--- src/rtl/uart_tx_pkg.sv ---
// Shared serial-link constants: bit timing default, 8N1 frame format and
// the transmit FSM state encoding.
package uart_tx_pkg;

    localparam int   DEFAULT_CLKS_PER_BIT = 5208;
    localparam int   DATA_BITS            = 8;
    localparam logic START_LEVEL          = 1'b0;
    localparam logic STOP_LEVEL           = 1'b1;

    typedef enum logic [1:0] {
        ST_IDLE  = 2'd0,
        ST_START = 2'd1,
        ST_DATA  = 2'd2,
        ST_STOP  = 2'd3
    } tx_state_e;

endpackage

--- src/rtl/uart_tx_byte_fifo.sv ---
// Small synchronous FIFO with first-word-fall-through output; writes while
// full and reads while empty are ignored.
module byte_fifo #(
    parameter int WIDTH = 8,
    parameter int DEPTH = 4
) (
    input  logic             clock,
    input  logic             reset,
    input  logic             push,
    input  logic [WIDTH-1:0] din,
    input  logic             pop,
    output logic [WIDTH-1:0] dout,
    output logic             full,
    output logic             empty
);

    localparam int AW = (DEPTH > 1) ? $clog2(DEPTH) : 1;

    logic [WIDTH-1:0] r_mem [DEPTH];
    logic [AW-1:0]    r_wr_ptr;
    logic [AW-1:0]    r_rd_ptr;
    logic [AW:0]      r_count;
    logic             w_push_ok;
    logic             w_pop_ok;

    assign full      = (r_count == (AW+1)'(DEPTH));
    assign empty     = (r_count == '0);
    assign w_push_ok = push && !full;
    assign w_pop_ok  = pop && !empty;
    assign dout      = r_mem[r_rd_ptr];

    // Storage array; contents need no reset because the count gates every read.
    always_ff @(posedge clock) begin
        if (w_push_ok) begin
            r_mem[r_wr_ptr] <= din;
        end
    end

    // Pointers wrap naturally since DEPTH is a power of two.
    always_ff @(posedge clock or posedge reset) begin
        if (reset) begin
            r_wr_ptr <= '0;
            r_rd_ptr <= '0;
            r_count  <= '0;
        end else begin
            if (w_push_ok) begin
                r_wr_ptr <= r_wr_ptr + AW'(1);
            end
            if (w_pop_ok) begin
                r_rd_ptr <= r_rd_ptr + AW'(1);
            end
            case ({w_push_ok, w_pop_ok})
                2'b10:   r_count <= r_count + (AW+1)'(1);
                2'b01:   r_count <= r_count - (AW+1)'(1);
                default: r_count <= r_count;
            endcase
        end
    end

endmodule

--- src/rtl/uart_tx.sv ---
// 8N1 UART transmitter fed by a byte FIFO; frames follow each other with no
// idle gap while the FIFO has data.
module uart_tx
    import uart_tx_pkg::*;
#(
    parameter int CLKS_PER_BIT = DEFAULT_CLKS_PER_BIT,
    parameter int FIFO_DEPTH   = 4
) (
    input  logic       clock,
    input  logic       reset,
    input  logic       i_data_valid,
    input  logic [7:0] i_data_byte,
    output logic       o_ready,
    output logic       o_tx,
    output logic       o_busy,
    output logic       o_done
);

    localparam logic [15:0] LAST_CNT     = 16'(CLKS_PER_BIT - 1);
    localparam logic [15:0] PRE_LAST_CNT = 16'(CLKS_PER_BIT - 2);

    tx_state_e   r_state;
    logic [15:0] r_clk_cnt;
    logic [2:0]  r_bit_idx;
    logic [7:0]  r_shift;
    logic        r_tx;
    logic        r_done;
    logic        w_full;
    logic        w_empty;
    logic        w_pop;
    logic        w_last;
    logic [7:0]  w_fifo_dout;

    byte_fifo #(
        .WIDTH (8),
        .DEPTH (FIFO_DEPTH)
    ) u_fifo (
        .clock (clock),
        .reset (reset),
        .push  (i_data_valid),
        .din   (i_data_byte),
        .pop   (w_pop),
        .dout  (w_fifo_dout),
        .full  (w_full),
        .empty (w_empty)
    );

    assign w_last  = (r_clk_cnt == LAST_CNT);
    assign o_ready = !w_full;
    assign o_busy  = (r_state != ST_IDLE) || !w_empty;
    assign o_tx    = r_tx;
    assign o_done  = r_done;

    // Pop when idle, or on the last stop-bit cycle to chain the next frame.
    always_comb begin
        w_pop = 1'b0;
        case (r_state)
            ST_IDLE: w_pop = !w_empty;
            ST_STOP: w_pop = w_last && !w_empty;
            default: w_pop = 1'b0;
        endcase
    end

    // Frame sequencer; r_done is set one cycle early so it lands on the last stop cycle.
    always_ff @(posedge clock or posedge reset) begin
        if (reset) begin
            r_state   <= ST_IDLE;
            r_clk_cnt <= 16'd0;
            r_bit_idx <= 3'd0;
            r_shift   <= 8'd0;
            r_tx      <= STOP_LEVEL;
            r_done    <= 1'b0;
        end else begin
            r_done <= (r_state == ST_STOP) && (r_clk_cnt == PRE_LAST_CNT);
            case (r_state)
                ST_IDLE: begin
                    r_clk_cnt <= 16'd0;
                    if (w_pop) begin
                        r_shift <= w_fifo_dout;
                        r_tx    <= START_LEVEL;
                        r_state <= ST_START;
                    end else begin
                        r_tx <= STOP_LEVEL;
                    end
                end
                ST_START: begin
                    if (w_last) begin
                        r_clk_cnt <= 16'd0;
                        r_bit_idx <= 3'd0;
                        r_tx      <= r_shift[0];
                        r_state   <= ST_DATA;
                    end else begin
                        r_clk_cnt <= r_clk_cnt + 16'd1;
                    end
                end
                ST_DATA: begin
                    if (w_last) begin
                        r_clk_cnt <= 16'd0;
                        if (r_bit_idx == 3'(DATA_BITS - 1)) begin
                            r_tx    <= STOP_LEVEL;
                            r_state <= ST_STOP;
                        end else begin
                            r_bit_idx <= r_bit_idx + 3'd1;
                            r_tx      <= r_shift[r_bit_idx + 3'd1];
                        end
                    end else begin
                        r_clk_cnt <= r_clk_cnt + 16'd1;
                    end
                end
                ST_STOP: begin
                    if (w_last) begin
                        r_clk_cnt <= 16'd0;
                        if (w_pop) begin
                            r_shift <= w_fifo_dout;
                            r_tx    <= START_LEVEL;
                            r_state <= ST_START;
                        end else begin
                            r_state <= ST_IDLE;
                        end
                    end else begin
                        r_clk_cnt <= r_clk_cnt + 16'd1;
                    end
                end
                default: begin
                    r_tx    <= STOP_LEVEL;
                    r_state <= ST_IDLE;
                end
            endcase
        end
    end

endmodule

--- config.mk ---
export PLATFORM = sky130hd
export DESIGN_NAME = uart_tx
export DESIGN_NICKNAME = d
export VERILOG_FILES = /design/src/rtl/uart_tx_pkg.sv /design/src/rtl/uart_tx_byte_fifo.sv /design/src/rtl/uart_tx.sv
export SDC_FILE = /design/constraint.sdc
export NUM_CORES = 1
export LEC_CHECK = 0
export BUFFER_PORTS_ARGS = -buffer_cell sky130_fd_sc_hd__buf_2
export CELL_PAD_IN_SITES_DETAIL_PLACEMENT = 1
export CELL_PAD_IN_SITES_GLOBAL_PLACEMENT = 2
export CORE_ASPECT_RATIO = 0.75
export CORE_MARGIN = 2
export CORE_UTILIZATION = 43
export CTS_CLUSTER_SIZE = 20
export DETAILED_ROUTE_END_ITERATION = 16
export PLACE_DENSITY = 0.79
export SETUP_SLACK_MARGIN = 0.1
export SYNTH_ARGS = -nofsm -noshare
export SYNTH_HDL_FRONTEND = slang
export SYNTH_HIERARCHICAL = 1
export SYNTH_SLANG_ARGS = --single-unit
--- constraint.sdc ---
create_clock -name clock -period 3.79 [get_ports clock]
set_clock_uncertainty 0.15 [all_clocks]
set_input_delay 0.758 -clock clock [delete_from_list [all_inputs] [get_ports clock]]
set_output_delay 0.758 -clock clock [all_outputs]
set_load 0.05 [all_outputs]
==> reports/metrics.cfg <==
[finish]
drive_above_1_share_pct = 23.22
diodes = 0
nets = 288
fin_util_pct = 49.34
nFillCells = 792
final_cells = 368
synthToLayoutAreaGrowth_pct = 10.92
stdcell_area_um2 = 3633

[sta]
hold_viol = 0
tns_ps = 0
rsz0062_at_grt = no
period_minus_slack_ps = 3320
min_period_over_period_pct = 87.60
maxSlewViolCount = 0
setup_violations = 0
clock.fmax_mhz = 301.2
fin_ws_ps = 470.1
slew_headroom_pct = 48.51
hold_slack_ps = 209.3
worst_pin_slew_ps = 766.5

[pwr]
intPower_mw = 1.661
irDropWorstVdd_mv = 0.3582
leakagePower_nw = 1.452
p_clk_share_pct = 20.3
combPwrFrac_pct = 35.0
p_sw_mw = 0.9480
seq_power_share_pct = 44.7
total_power_mw = 2.609
p_per_area_nw_per_um2 = 718.0
p_sw_share_pct = 36.34

[place]
placed_area_um2 = 3458
place_ws_ps = 466.3
io_buffers = 14
place_inst = 352
detailed_place_hpwl_mm = 4.509
gp_congestion = 0.7506

[setup_path]
r2r_slack_ps = 470
r2r-end = u_fifo/r_count[2]$_DFFE_PP0P_
critical_path_class = reg -> reg
worst-path-max-fanout = 9
crit_start = r_clk_cnt[0]$_DFF_PP0_
endpoint = u_fifo/r_count[2]$_DFFE_PP0P_
endpoint_kind = flop
cp_slowest_cell = or3b_2
cp.arrival_ps = 3420
startpoint_type = flop
crit_required_ps = 3890
r2r-start = r_clk_cnt[0]$_DFF_PP0_
critPathMaxStageDelay_ps = 490
worstPathCellList = ha_1 > or3b_2 > nor4_4 > a21oi_1 > nor3_1 > o31a_2 > ha_1 > inv_1 > fa_1 > xor2_1 > nor2_1 > xor2_1
reg2reg_depth = 12

[global_routing]
grt_pass1_wl_mm = 10.48
grt_antenna_before_repair = 0
grt_usage_pct = 16.58
first_global_vias = 2057
grt_max_degree = 26
overflow = 0

[detailed_routing]
vias_per_cell = 5.171
finalWirelength_mm = 6.253
drt-pass1-iter-count = 4
initialDrtViolationCount = 45
drc_errors = 0
wl_per_cell_um = 16.99
vias = 1903
ant_nets = 0

[yosys]
postSynthAreaPerCell_um2 = 13.59
syn_nets = 267
synth_enable_flop_cells = 32
ys.flop_type = dfrtp_1
synth-seq-cells = 70
synthCells = 241
synth.distinct_cells = 48
async_reset_ff_share_pct = 54.29
ys_seq_area_share_pct = 58.40
yosysWarnings = 6
netlist_area_um2 = 3276

[clock_tree]
hold_buffers = 0
cts_num_sinks = 70
clockBufferDepth = 2
cts_buffers = 9
cts_setup_buffers = 0
worstSkewPairLatency_ps = 330
cts_resized = 0
cts_tree = done
h-tree-depth = 3
cts-root-buf = clkbuf_8
clk_pin_slew_worst_paths_ps = 80

[flow_run]
cap_violations = 0

[hold_path]
hold_path.class = in -> async

[run_status]
status = completed

[floorplanning]
die_x_um = 104.8
dieHeight_um = 79.59
coreArea_um2 = 7365
die_area_um2 = 8339
row_count = 27
start_util_pct = 44.48
ios = 15

synthesized netlist by cell type (8+ instances only):
cell type | number | share of area [%]
nand2_1 | 12 | 1.4
dfrtp_1 | 37 | 28
ha_1 | 14 | 5.3
nand3_1 | 9 | 1.4
mux4_2 | 8 | 5.5
mux2_2 | 8 | 2.8
edfxtp_1 | 32 | 29
xor2_1 | 13 | 3.5
inv_1 | 14 | 1.6
nor2_1 | 23 | 2.6
cell usage in the layout, fill, tap and decap left out, types with 2 or more instances in the layout:
cell type / instances
nor3_1: 7
xor2_1: 13
inv_1: 14
a22oi_1: 2
o21ai_0: 7
xnor2_1: 7
mux2i_1: 6
mux4_2: 8
mux2_2: 8
nand3_1: 9
nand4_1: 2
nand2_1: 12
buf_2: 14
a21oi_1: 2
and3_1: 2
clkinv_4: 3
dfrtp_1: 37
nor2_1: 23
ha_1: 14
and2_2: 4
edfxtp_1: 32
clkbuf_8: 9
power by group through the flow:
stage	combinational, mW	sequential, mW	clock (mW)
CTS	0.925	1.17	0.551
detailed placement	0.917	1.19	0
global route	1.01	1.20	0.575
finish	0.912	1.17	0.530
floorplan	0.750	1.12	0
global placement	0.899	1.17	0
worst max-delay path: cells and delay by family (launching register included):
| family | cells | cell delay (ps) |
|---|---|---|
| AOI/OAI and AO/OA | 2 | 330 |
| xor gates and xnor gates | 2 | 310 |
| adders and majority gates | 3 | 820 |
| buffers and inverters | 1 | 60 |
| DFF | 1 | 410 |
| and+or+nand+nor | 4 | 1140 |
routing by layer:
metal / wire length (um) / GRT usage [%]
met2: 2807 / 25.06
met4: 82 / 6.000
met1: 3232 / 23.65
met3: 130 / 3.673
met5: 0 / 0
how the worst min path moves through the flow:
stage	startpoint	slack (ps)	end	cells past startpoint
detailed placement	o_tx$_DFFE_PP1P_	320	o_tx$_DFFE_PP1P_	2
floorplan	r_clk_cnt[0]$_DFF_PP0_	320	r_clk_cnt[0]$_DFF_PP0_	1
CTS	reset	190	r_clk_cnt[0]$_DFF_PP0_	2
global route	reset	200	r_clk_cnt[0]$_DFF_PP0_	2
global placement	o_tx$_DFFE_PP1P_	320	o_tx$_DFFE_PP1P_	2
finish	reset	210	r_clk_cnt[0]$_DFF_PP0_	2
state kept, by name, summed over array words and instances, names as in the netlist, 2 cells and up:
register,count
u_fifo/r_rd_ptr,2
r_state,2
u_fifo/r_mem,32
r_shift,8
r_clk_cnt,16
u_fifo/r_count,3
r_bit_idx,3
u_fifo/r_wr_ptr,2
cell type report:
| class | instances | area [um2] | share of cell area, % |
|---|---|---|---|
| Multi-Input combinational cell | 152 | 1289 | 35.47 |
| Tap cell | 101 | 126.4 | 3.478 |
| Sequential cell | 70 | 1913 | 52.65 |
| Clock inverter | 6 | 47.55 | 1.309 |
| Inverter | 14 | 52.55 | 1.446 |
| Timing Repair Buffer | 15 | 77.57 | 2.135 |
| Clock buffer | 10 | 127.6 | 3.512 |
kinds of logic (layout without fill, tap and decap cells):
family | count (synthesis) | count (layout) | synth area share [%]
compound gates | 19 | 19 | 3.896
simple gates | 74 | 74 | 13.18
xor+xnor | 20 | 20 | 5.348
buf+inv | 19 | 45 | 2.254
mux | 24 | 24 | 10.96
flops | 70 | 70 | 58.40
fa+ha+maj | 15 | 15 | 5.959
Power figures use the tool's default switching activity.
